$ cat src/rtl/cpu_isa_pkg.sv
// ---------------------------------------------------------------------------
// cpu_isa_pkg
// Shared ISA definitions for the 16-bit minesweeper CPU.
//   - Opcode constants (instruction bits [15:12])
//   - Instruction memory geometry and default program-counter width
//   - Fetch FSM state type
//   - Small decode helpers used by the fetch front end
// ---------------------------------------------------------------------------
package cpu_isa_pkg;

  // Opcode field, instruction bits [15:12]
  localparam logic [3:0] OP_JUMP  = 4'b0001;
  localparam logic [3:0] OP_LB    = 4'b0010;
  localparam logic [3:0] OP_SB    = 4'b0100;
  localparam logic [3:0] OP_ADDI  = 4'b0101;
  localparam logic [3:0] OP_ORI   = 4'b0111;
  localparam logic [3:0] OP_BEQ   = 4'b1000;
  localparam logic [3:0] OP_BNE   = 4'b1001;
  localparam logic [3:0] OP_BGEZ  = 4'b1010;
  localparam logic [3:0] OP_BLTZ  = 4'b1011;
  localparam logic [3:0] OP_RTYPE = 4'b1111;

  // Instruction RAM holds 512 16-bit words, addressed by byte address,
  // so the default byte-address width is 10 bits.
  localparam int IMEM_WORDS = 512;
  localparam int PC_W_DEF   = 10;

  // A JUMP carries a 9-bit word target in [8:0]; [11:9] must be zero.
  localparam int JUMP_TGT_W = 9;

  typedef enum logic [0:0] {
    ST_RUN  = 1'b0,
    ST_HALT = 1'b1
  } fetch_state_e;

  function automatic logic [3:0] opcode_of(input logic [15:0] word);
    return word[15:12];
  endfunction

  function automatic logic is_jump_op(input logic [15:0] word);
    return opcode_of(word) == OP_JUMP;
  endfunction

endpackage

$ cat src/rtl/jump_predecode.sv
// ---------------------------------------------------------------------------
// jump_predecode
// Combinational pre-decode of the word currently returned by instruction RAM,
// so the fetch unit can follow a JUMP in the same cycle it captures it.
//
// Ports:
//   word_i        in  16    instruction word from instruction RAM
//   pc_i          in  PC_W  byte address the word was fetched from
//   is_jump_o     out 1     word is a JUMP (opcode 0001)
//   target_o      out PC_W  JUMP target byte address ({word[8:0],1'b0})
//   bad_target_o  out 1     JUMP with nonzero bits [11:9] (ignored by target)
//   self_loop_o   out 1     JUMP whose target word is its own word
// ---------------------------------------------------------------------------
module jump_predecode
  import cpu_isa_pkg::*;
#(
  parameter int PC_W = PC_W_DEF
) (
  input  logic [15:0]     word_i,
  input  logic [PC_W-1:0] pc_i,
  output logic            is_jump_o,
  output logic [PC_W-1:0] target_o,
  output logic            bad_target_o,
  output logic            self_loop_o
);

  // Word target is 9 bits; the byte address is that shifted left once.
  logic [JUMP_TGT_W:0] target_raw;

  assign is_jump_o  = is_jump_op(word_i);
  assign target_raw = {word_i[JUMP_TGT_W-1:0], 1'b0};
  assign target_o   = PC_W'(target_raw);

  // Upper target bits are silently masked; flag it so software bugs surface.
  assign bad_target_o = is_jump_o && (word_i[11:9] != 3'b000);

  // Both addresses are even, so compare word indices only.
  assign self_loop_o = is_jump_o && (target_o[PC_W-1:1] == pc_i[PC_W-1:1]);

  // PC bit 0 is always zero and carries no information here.
  logic unused_pc_lsb;
  assign unused_pc_lsb = pc_i[0];

endmodule

$ cat src/rtl/ifetch_unit.sv
// ---------------------------------------------------------------------------
// ifetch_unit
// Instruction-fetch front end. Owns the PC, addresses instruction RAM and
// captures the returned word into a single IF/ID register with a
// valid/ready handshake toward decode. JUMPs are followed locally without a
// bubble; taken branches arrive as redirects from execute and flush the
// IF/ID register. A JUMP to itself (idle loop) parks the unit in HALT.
//
// Ports:
//   CLK             in  1     clock, rising edge
//   RESET           in  1     synchronous active-high reset
//   IMEM_ADDR       out PC_W  byte address to instruction RAM (== PC)
//   IMEM_Q          in  16    instruction word for IMEM_ADDR, same cycle
//   REDIRECT_VALID  in  1     execute requests a PC change
//   REDIRECT_ADDR   in  PC_W  new byte address (bit 0 ignored)
//   ID_READY        in  1     decode accepts INSTR this cycle
//   INSTR           out 16    fetched instruction
//   INSTR_PC        out PC_W  byte address of INSTR
//   INSTR_VALID     out 1     INSTR/INSTR_PC valid
//   HALTED          out 1     self-loop JUMP fetched, fetching stopped
//   BAD_JUMP        out 1     sticky: a JUMP had nonzero target bits [11:9]
// ---------------------------------------------------------------------------
module ifetch_unit
  import cpu_isa_pkg::*;
#(
  parameter int PC_W     = PC_W_DEF,
  parameter int RESET_PC = 0
) (
  input  logic            CLK,
  input  logic            RESET,
  output logic [PC_W-1:0] IMEM_ADDR,
  input  logic [15:0]     IMEM_Q,
  input  logic            REDIRECT_VALID,
  input  logic [PC_W-1:0] REDIRECT_ADDR,
  input  logic            ID_READY,
  output logic [15:0]     INSTR,
  output logic [PC_W-1:0] INSTR_PC,
  output logic            INSTR_VALID,
  output logic            HALTED,
  output logic            BAD_JUMP
);

  localparam logic [PC_W-1:0] RESET_PC_L = PC_W'(RESET_PC);
  localparam logic [PC_W-1:0] PC_STEP    = PC_W'(2);

  // -------------------------------------------------------------------------
  // State
  // -------------------------------------------------------------------------
  fetch_state_e    state_q, state_d;
  logic [PC_W-1:0] pc_q, pc_d;
  logic [15:0]     instr_q, instr_d;
  logic [PC_W-1:0] instr_pc_q, instr_pc_d;
  logic            valid_q, valid_d;
  logic            bad_jump_q, bad_jump_d;

  // -------------------------------------------------------------------------
  // Pre-decode of the word on IMEM_Q
  // -------------------------------------------------------------------------
  logic            pd_is_jump;
  logic [PC_W-1:0] pd_target;
  logic            pd_bad_target;
  logic            pd_self_loop;

  jump_predecode #(
    .PC_W (PC_W)
  ) u_jump_predecode (
    .word_i       (IMEM_Q),
    .pc_i         (pc_q),
    .is_jump_o    (pd_is_jump),
    .target_o     (pd_target),
    .bad_target_o (pd_bad_target),
    .self_loop_o  (pd_self_loop)
  );

  // -------------------------------------------------------------------------
  // Control
  // -------------------------------------------------------------------------
  logic halted;
  logic adv;

  assign halted = (state_q == ST_HALT);
  // Capture when not parked and the IF/ID slot is empty or being drained.
  assign adv    = !halted && (!valid_q || ID_READY);

  always_comb begin
    state_d    = state_q;
    pc_d       = pc_q;
    instr_d    = instr_q;
    instr_pc_d = instr_pc_q;
    valid_d    = valid_q;
    bad_jump_d = bad_jump_q;

    if (REDIRECT_VALID) begin
      // Flush: the word on IMEM_Q belongs to the wrong path and is dropped.
      // Any word held in IF/ID is discarded whether or not decode took it.
      pc_d    = {REDIRECT_ADDR[PC_W-1:1], 1'b0};
      valid_d = 1'b0;
      state_d = ST_RUN;
    end else if (adv) begin
      instr_d    = IMEM_Q;
      instr_pc_d = pc_q;
      valid_d    = 1'b1;
      if (pd_is_jump) begin
        if (pd_bad_target) begin
          bad_jump_d = 1'b1;
        end
        if (pd_self_loop) begin
          // Deliver the loop word once, then stop; PC stays on it.
          state_d = ST_HALT;
        end else begin
          pc_d = pd_target;
        end
      end else begin
        pc_d = pc_q + PC_STEP;
      end
    end else if (halted && valid_q && ID_READY) begin
      // Parked: let decode drain the final word, then stay empty.
      valid_d = 1'b0;
    end
  end

  always_ff @(posedge CLK) begin
    if (RESET) begin
      state_q    <= ST_RUN;
      pc_q       <= {RESET_PC_L[PC_W-1:1], 1'b0};
      instr_q    <= 16'h0000;
      instr_pc_q <= '0;
      valid_q    <= 1'b0;
      bad_jump_q <= 1'b0;
    end else begin
      state_q    <= state_d;
      pc_q       <= pc_d;
      instr_q    <= instr_d;
      instr_pc_q <= instr_pc_d;
      valid_q    <= valid_d;
      bad_jump_q <= bad_jump_d;
    end
  end

  // -------------------------------------------------------------------------
  // Outputs
  // -------------------------------------------------------------------------
  // Address depends on PC only, keeping IMEM_Q -> IMEM_ADDR free of loops.
  assign IMEM_ADDR   = pc_q;
  assign INSTR       = instr_q;
  assign INSTR_PC    = instr_pc_q;
  assign INSTR_VALID = valid_q;
  assign HALTED      = halted;
  assign BAD_JUMP    = bad_jump_q;

  // Redirect bit 0 is forced to zero and otherwise unused.
  logic unused_redirect_lsb;
  assign unused_redirect_lsb = REDIRECT_ADDR[0];

endmodule

$ cat config.mk
export PLATFORM = sky130hd
export DESIGN_NAME = ifetch_unit
export DESIGN_NICKNAME = d
export VERILOG_FILES = /design/src/rtl/cpu_isa_pkg.sv /design/src/rtl/jump_predecode.sv /design/src/rtl/ifetch_unit.sv
export SDC_FILE = /design/constraint.sdc
export NUM_CORES = 1
export LEC_CHECK = 0
export CORE_MARGIN = 3
export CORE_UTILIZATION = 45
export DETAILED_ROUTE_END_ITERATION = 7
export DONT_BUFFER_PORTS = 1
export PLACE_DENSITY_LB_ADDON = 0.05
export SYNTH_ARGS = -nofsm -noshare
export SYNTH_HDL_FRONTEND = slang
export SYNTH_SLANG_ARGS = --single-unit
$ cat constraint.sdc
create_clock -name CLK -period 4.8 [get_ports CLK]
set_input_delay 0.48 -clock CLK [delete_from_list [all_inputs] [get_ports CLK]]
set_output_delay 0.48 -clock CLK [all_outputs]
set_load 0.005 [all_outputs]
* Word-level counts from Yosys, hierarchy flattened
Cells that the tools add are included.
Widths: inputs -> output; s select.
** Operators by class
- Add/sub/neg operators :: 1
- Multipliers :: 0
- Divide/modulo/power cells :: 0
- Order comparisons :: 0
- Equality and inequality tests :: 4
- Shifts and indexed selects :: 0
- Mux-type cells :: 6
- Bitwise logic cells :: 1
- Reductions and logical operators :: 17
** Operators by type and width (count)
- $mux 10 :: 4
- $add 10x2->10 const B :: 1
- $eq 9x9->1 :: 1
- $reduce_and 2->1 :: 3
- $logic_and 1x1->1 :: 5
- $eq 4x1->1 const B :: 1
- $reduce_and 4->1 :: 1
- $reduce_bool 2->1 :: 2
- $ne 3x3->1 const B :: 1
- $reduce_and 3->1 :: 1
- $reduce_bool 3->1 :: 1
- $logic_not 1->1 :: 2
- $mux 1 :: 2
- $ne 2x2->1 const B :: 1
- $reduce_or 2->1 :: 1
- $logic_or 1x1->1 :: 1
- $not 1->1 :: 1
** Word-level totals
- Flip-flop bits (word level) :: 39
- Bits in latches :: 0
- RAM bits :: 0
- ROM bits :: 0
- Input bits :: 30
- Output and inout bits :: 39
- Logic and storage cells :: 36
- Memories :: 0

* Longest topological paths before layout
- Depth after elaboration :: 6
- Gate-level depth with buffers :: 7
- Depth with buffers taken out :: 6

* Cells and area by module
Synthesis repeated with hierarchy kept, for this count alone.
** Second synthesis, totals
- Cells, all modules :: 225
- Area total of the unflattened synthesis :: 1878.1 um^2
** Modules (own cells, without submodules)
- ifetch_unit :: instances 1, cells each 200, area an instance 1655.3 um^2, seq. area each 780.7 um^2
- jump_predecode :: instances 1, cells each 25, area an instance 222.7 um^2, seq. area each 0.0 um^2

* Worst setup path before layout
Ideal clock, no wire load.
- Path kind :: input port to flip-flop
- From :: input port IMEM_Q[15]
- To :: register pc_q[8], in the netlist IMEM_ADDR[8]
- Library setup time :: 0.118 ns
- Arrival :: 1.884 ns
- Data required time :: 4.682 ns
- Slack :: 2.799 ns
- Stages on the path :: 6
- Path buffers :: 1
- Cells stage by stage :: or4b_1 -> buf_4 -> nor4_4 -> nand4_2 -> and2_4 -> o2111a_1
** Between the ends
- Word-level cells in the longest chain between the ends :: 4
- Elaborated cells on any way between the ends :: 7
- Those cells by class :: eq/ne: 2; mux: 3; reduce/logical: 2
** RTL lines
- start: declaration :: RTL line ifetch_unit.sv:32 : input logic [15:0] IMEM_Q,
- $eq 4x1->1 * :: RTL line cpu_isa_pkg.sv:41 : return opcode_of(word) == OP_JUMP;
- $logic_and 1x1->1 or $mux 10 (tied branches) :: RTL line jump_predecode.sv:38, ifetch_unit.sv:103
- $ne 3x3->1 (no line) or $mux 10 (tied branches)
- $reduce_and 2->1 (no line) or $mux 10 (tied branches)
- end signal: assignment :: RTL line ifetch_unit.sv:125 : pc_q <= {RESET_PC_L[PC_W-1:1], 1'b0};
- end signal: assignment :: RTL line ifetch_unit.sv:132 : pc_q <= pc_d;
- end: declaration :: RTL line ifetch_unit.sv:50 : logic [PC_W-1:0] pc_q, pc_d;
Every way passes the cells marked *; elsewhere a longest branch is shown, timed or not. The select of a mux whose other input is x is not followed.
A chain may end at the register's enable or synchronous reset.

* Worst setup path in the final report
- From :: register valid_q, in the netlist INSTR_VALID
- To :: register pc_q[9], in the netlist IMEM_ADDR[9]
** Between the ends
- Word-level cells in the longest chain between the ends :: 5
** RTL lines
- start: declaration :: RTL line ifetch_unit.sv:53 : logic valid_q, valid_d;
- start signal: assignment :: RTL line ifetch_unit.sv:135 : valid_q <= valid_d;
- $logic_not 1->1 :: RTL line ifetch_unit.sv:83 : assign adv = !halted && (!valid_q || ID_READY);
- $logic_or 1x1->1 :: RTL line ifetch_unit.sv:83
- $logic_and 1x1->1 :: RTL line ifetch_unit.sv:83
- $reduce_bool 2->1 (no line)
- $reduce_and 2->1 (no line)
Every way passes these cells.

==> impl_metrics.json <==
{
  "drt_wl_total_mm": 4.89,
  "gp_congestion": 0.909,
  "setup.worst_path.class": "flip-flop to flip-flop",
  "finalCriticalPeriod_ns": 2.11,
  "dpl_cell_area_sq_um": 1890,
  "post_synth_instance_area_sq_um": 1910,
  "synth_seq_area_share_pct": 40.8,
  "total_via_count_after_detailed_routing": 1643,
  "netlist_top_cells_area": "dfxtp_1 41%, nand2_1 13%, a21oi_1 8.4%, xor2_1 5.0%, nor2_1 2.4%",
  "dp_hpwl_mm": 3.44,
  "final-max-slew-violation-count": 0,
  "floorplan.die.width_microns": 71.2,
  "cp_slowest_stage_delay_ns": 0.74,
  "worstHoldPathType": "primary input to flip-flop",
  "num-nets-final": 260,
  "chipHeight_microns": 71.2,
  "cts.clk_slew.worst_paths_ns": 0.07,
  "drc": 0,
  "htree_num_levels": 2,
  "crit_path_start_kind": "flip-flop",
  "synth_enable_flop_cells": 0,
  "cts_num_sinks": 39,
  "async_reset_ff_share_pct": 0,
  "crit_fanout": 29,
  "boundaryPins": 69,
  "ff2ff_path_depth": 5,
  "numCtsBuffers": 5,
  "worst_path_max_delay_cell": "or3_1",
  "timing.critical_path.cells": "and2b_2, or3_1, o41ai_1, a21oi_1, o21a_1",
  "grt_setup_unrepaired": "no",
  "cp.required_ns": 4.99,
  "post_route_cells_drive_above_1_share_pct": 7.39,
  "max-vdd-ir-drop_mv": 0.137,
  "die-area_sq_um": 5070,
  "postRouteAntennaNets": 0,
  "initial_antenna_violation_count": 0,
  "synth.top_cell.area_share_pct": 40.8,
  "globalRouteTotalUtil_pct": 19.6,
  "max_freq_ghz": 0.473,
  "synth.lib_cells_used.distinct": 42,
  "yosysMostFrequentCell": "nand2_1",
  "cts_root_buf": "clkbuf_8",
  "fin_worst_skew_ns": 0.00548,
  "tritoncts": "done",
  "cts.hold.buffers_added": 0,
  "yosys-top-cells-count": "64 x nand2_1, 39 x dfxtp_1, 32 x a21oi_1",
  "cts_buffer_depth": 2,
  "finalInstanceArea_sq_um": 1970,
  "p_leak_uw": 0.000724,
  "num_rows": 23,
  "yosys.area.top_type": "dfxtp_1",
  "tightest_slew_ns": 1.06,
  "crit_path_capture_type": "flip-flop",
  "io_buffers": 0,
  "grt_pass1_wl_mm": 8.00,
  "cts_setup_buffers": 0,
  "final-setup-viol-count": 0,
  "drv.max_cap_violation_count": 0,
  "maximum_number_of_pins_on_one_net_before_global_route_repair": 36,
  "cts.repair.resized": 0,
  "fraction_of_the_cycle_the_final_worst_path_needs_pct": 44.0,
  "whs_path_depth": 1,
  "totalNegativeSetupSlack_ns": 0,
  "placeableCoreArea_sq_um": 4060,
  "clock_latency_ns": 0.29,
  "postSynthAreaPerCell_sq_um": 8.01,
  "first_global_vias": 1657,
  "outcome": "finished clean",
  "start_util_pct": 47.2,
  "netlist_instances": 239,
  "synthToLayoutAreaGrowth_pct": 2.94,
  "power_density_nw_per_um2": 328,
  "route.detailed.wl_per_inst_microns": 17.5,
  "yosysWarnings": 0,
  "hold_viol_final": 0,
  "overflow": 0,
  "post_synthesis_register_bit_count": 39,
  "diodes": 0,
  "drt_first_iter_violations": 55,
  "cp.arrival_ns": 2.30,
  "synth_ff_type": "dfxtp_1",
  "vias_per_cell": 5.87,
  "syn-num-nets": 270,
  "max_slew_margin_pct": 28.6,
  "drt_pass1_iterations": 4
}
-- cell type report --
| type | instances | area, sq um |
|---|---|---|
| tap | 50 | 62.6 |
| fill | 424 | 2090 |
| multi-input combinational | 178 | 1020 |
| clock buffer | 7 | 76.3 |
| inverter | 4 | 15.0 |
| sequential | 39 | 781 |
| clock inverter | 1 | 5.00 |
| timing repair buffer | 1 | 7.51 |
-- worst paths after layout --
kind / start / end / slack, ns
setup / recovery: INSTR_VALID$_SDFFE_PP0P_ / IMEM_ADDR[9]$_SDFFE_PP0P_ / 2.69
hold / removal: RESET / IMEM_ADDR[1]$_SDFFE_PP0P_ / 0.25
setup reg to reg: INSTR_VALID$_SDFFE_PP0P_ / IMEM_ADDR[9]$_SDFFE_PP0P_ / 2.69
hold reg to reg: INSTR_PC[5]$_SDFFE_PP0P_ / INSTR_PC[5]$_SDFFE_PP0P_ / 0.47
-- per-layer routing --
| layer | vias to the layer above | part of all wire (%) | GRT usage, % |
|---|---|---|---|
| met1 | 775 | 41 | 22.7 |
| li1 | 802 | - | - |
| met4 | 0 | 2.0 | 7.52 |
| met2 | 55 | 48 | 33.0 |
| met5 | - | 0 | 0 |
| met3 | 11 | 8.6 | 7.29 |
-- power breakdown --
part           internal [uW]  leakage (uW)  switching [uW]
logic                   28.6      0.000361            41.2
clock network            102     0.0000422             110
registers                341      0.000320            23.1
-- sequential cells by signal, summed over array words and instances (netlist names) --
name,count
INSTR,16
IMEM_ADDR,10
INSTR_PC,10
BAD_JUMP,1
HALTED,1
INSTR_VALID,1
-- per-stage QoR --
stage	hold WS (ns)	power [uW]	utilization, %	setup slack (ns)	cells
3_5_place_dp	0.463	442	46.6	2.41	272
5_1_grt	0.236	674	48.6	2.55	280
4_1_cts	0.239	652	48.6	2.66	280
3_3_place_gp	0.457	439	46.6	2.43	272
6_report	0.249	646	48.6	2.69	280
2_1_floorplan	0.441	433	-	2.80	239
-- logic make-up (layout without fill, tap and decap cells) --
group                      count (synthesis)  after routing  share of synthesized area [%]
and+or+nand+nor                          102            102                           25.0
AOI/OAI and AO/OA                         59             59                           20.1
DFF                                       39             39                           40.8
buffers and inverters                     22             13                           6.01
xor gates and xnor gates                  13             13                           5.95
muxes                                      3              3                           1.57
adders and majority gates                  1              1                          0.653
-- critical path: cells and delay by family (launching register included) --
kind,cells,cell delay (ns)
DFF,1,0.33
and+or+nand+nor,2,1.01
AOI/OAI and AO/OA,3,0.67
-- cells in the final DEF (no fill, tap or decap), drive strengths merged, types with 3 or more instances in the layout --
cell type and count:
a211oi 4, a21oi 32, a31oi 3, clkbuf 7, dfxtp 39, inv 3
mux2i 3, nand2 64, nand3 6, nand4 4, nor2 12, nor4 3
o2111ai 3, o21a 3, o21ai 6, or3 4, xor2 11
(Power assumes the default switching activity.)
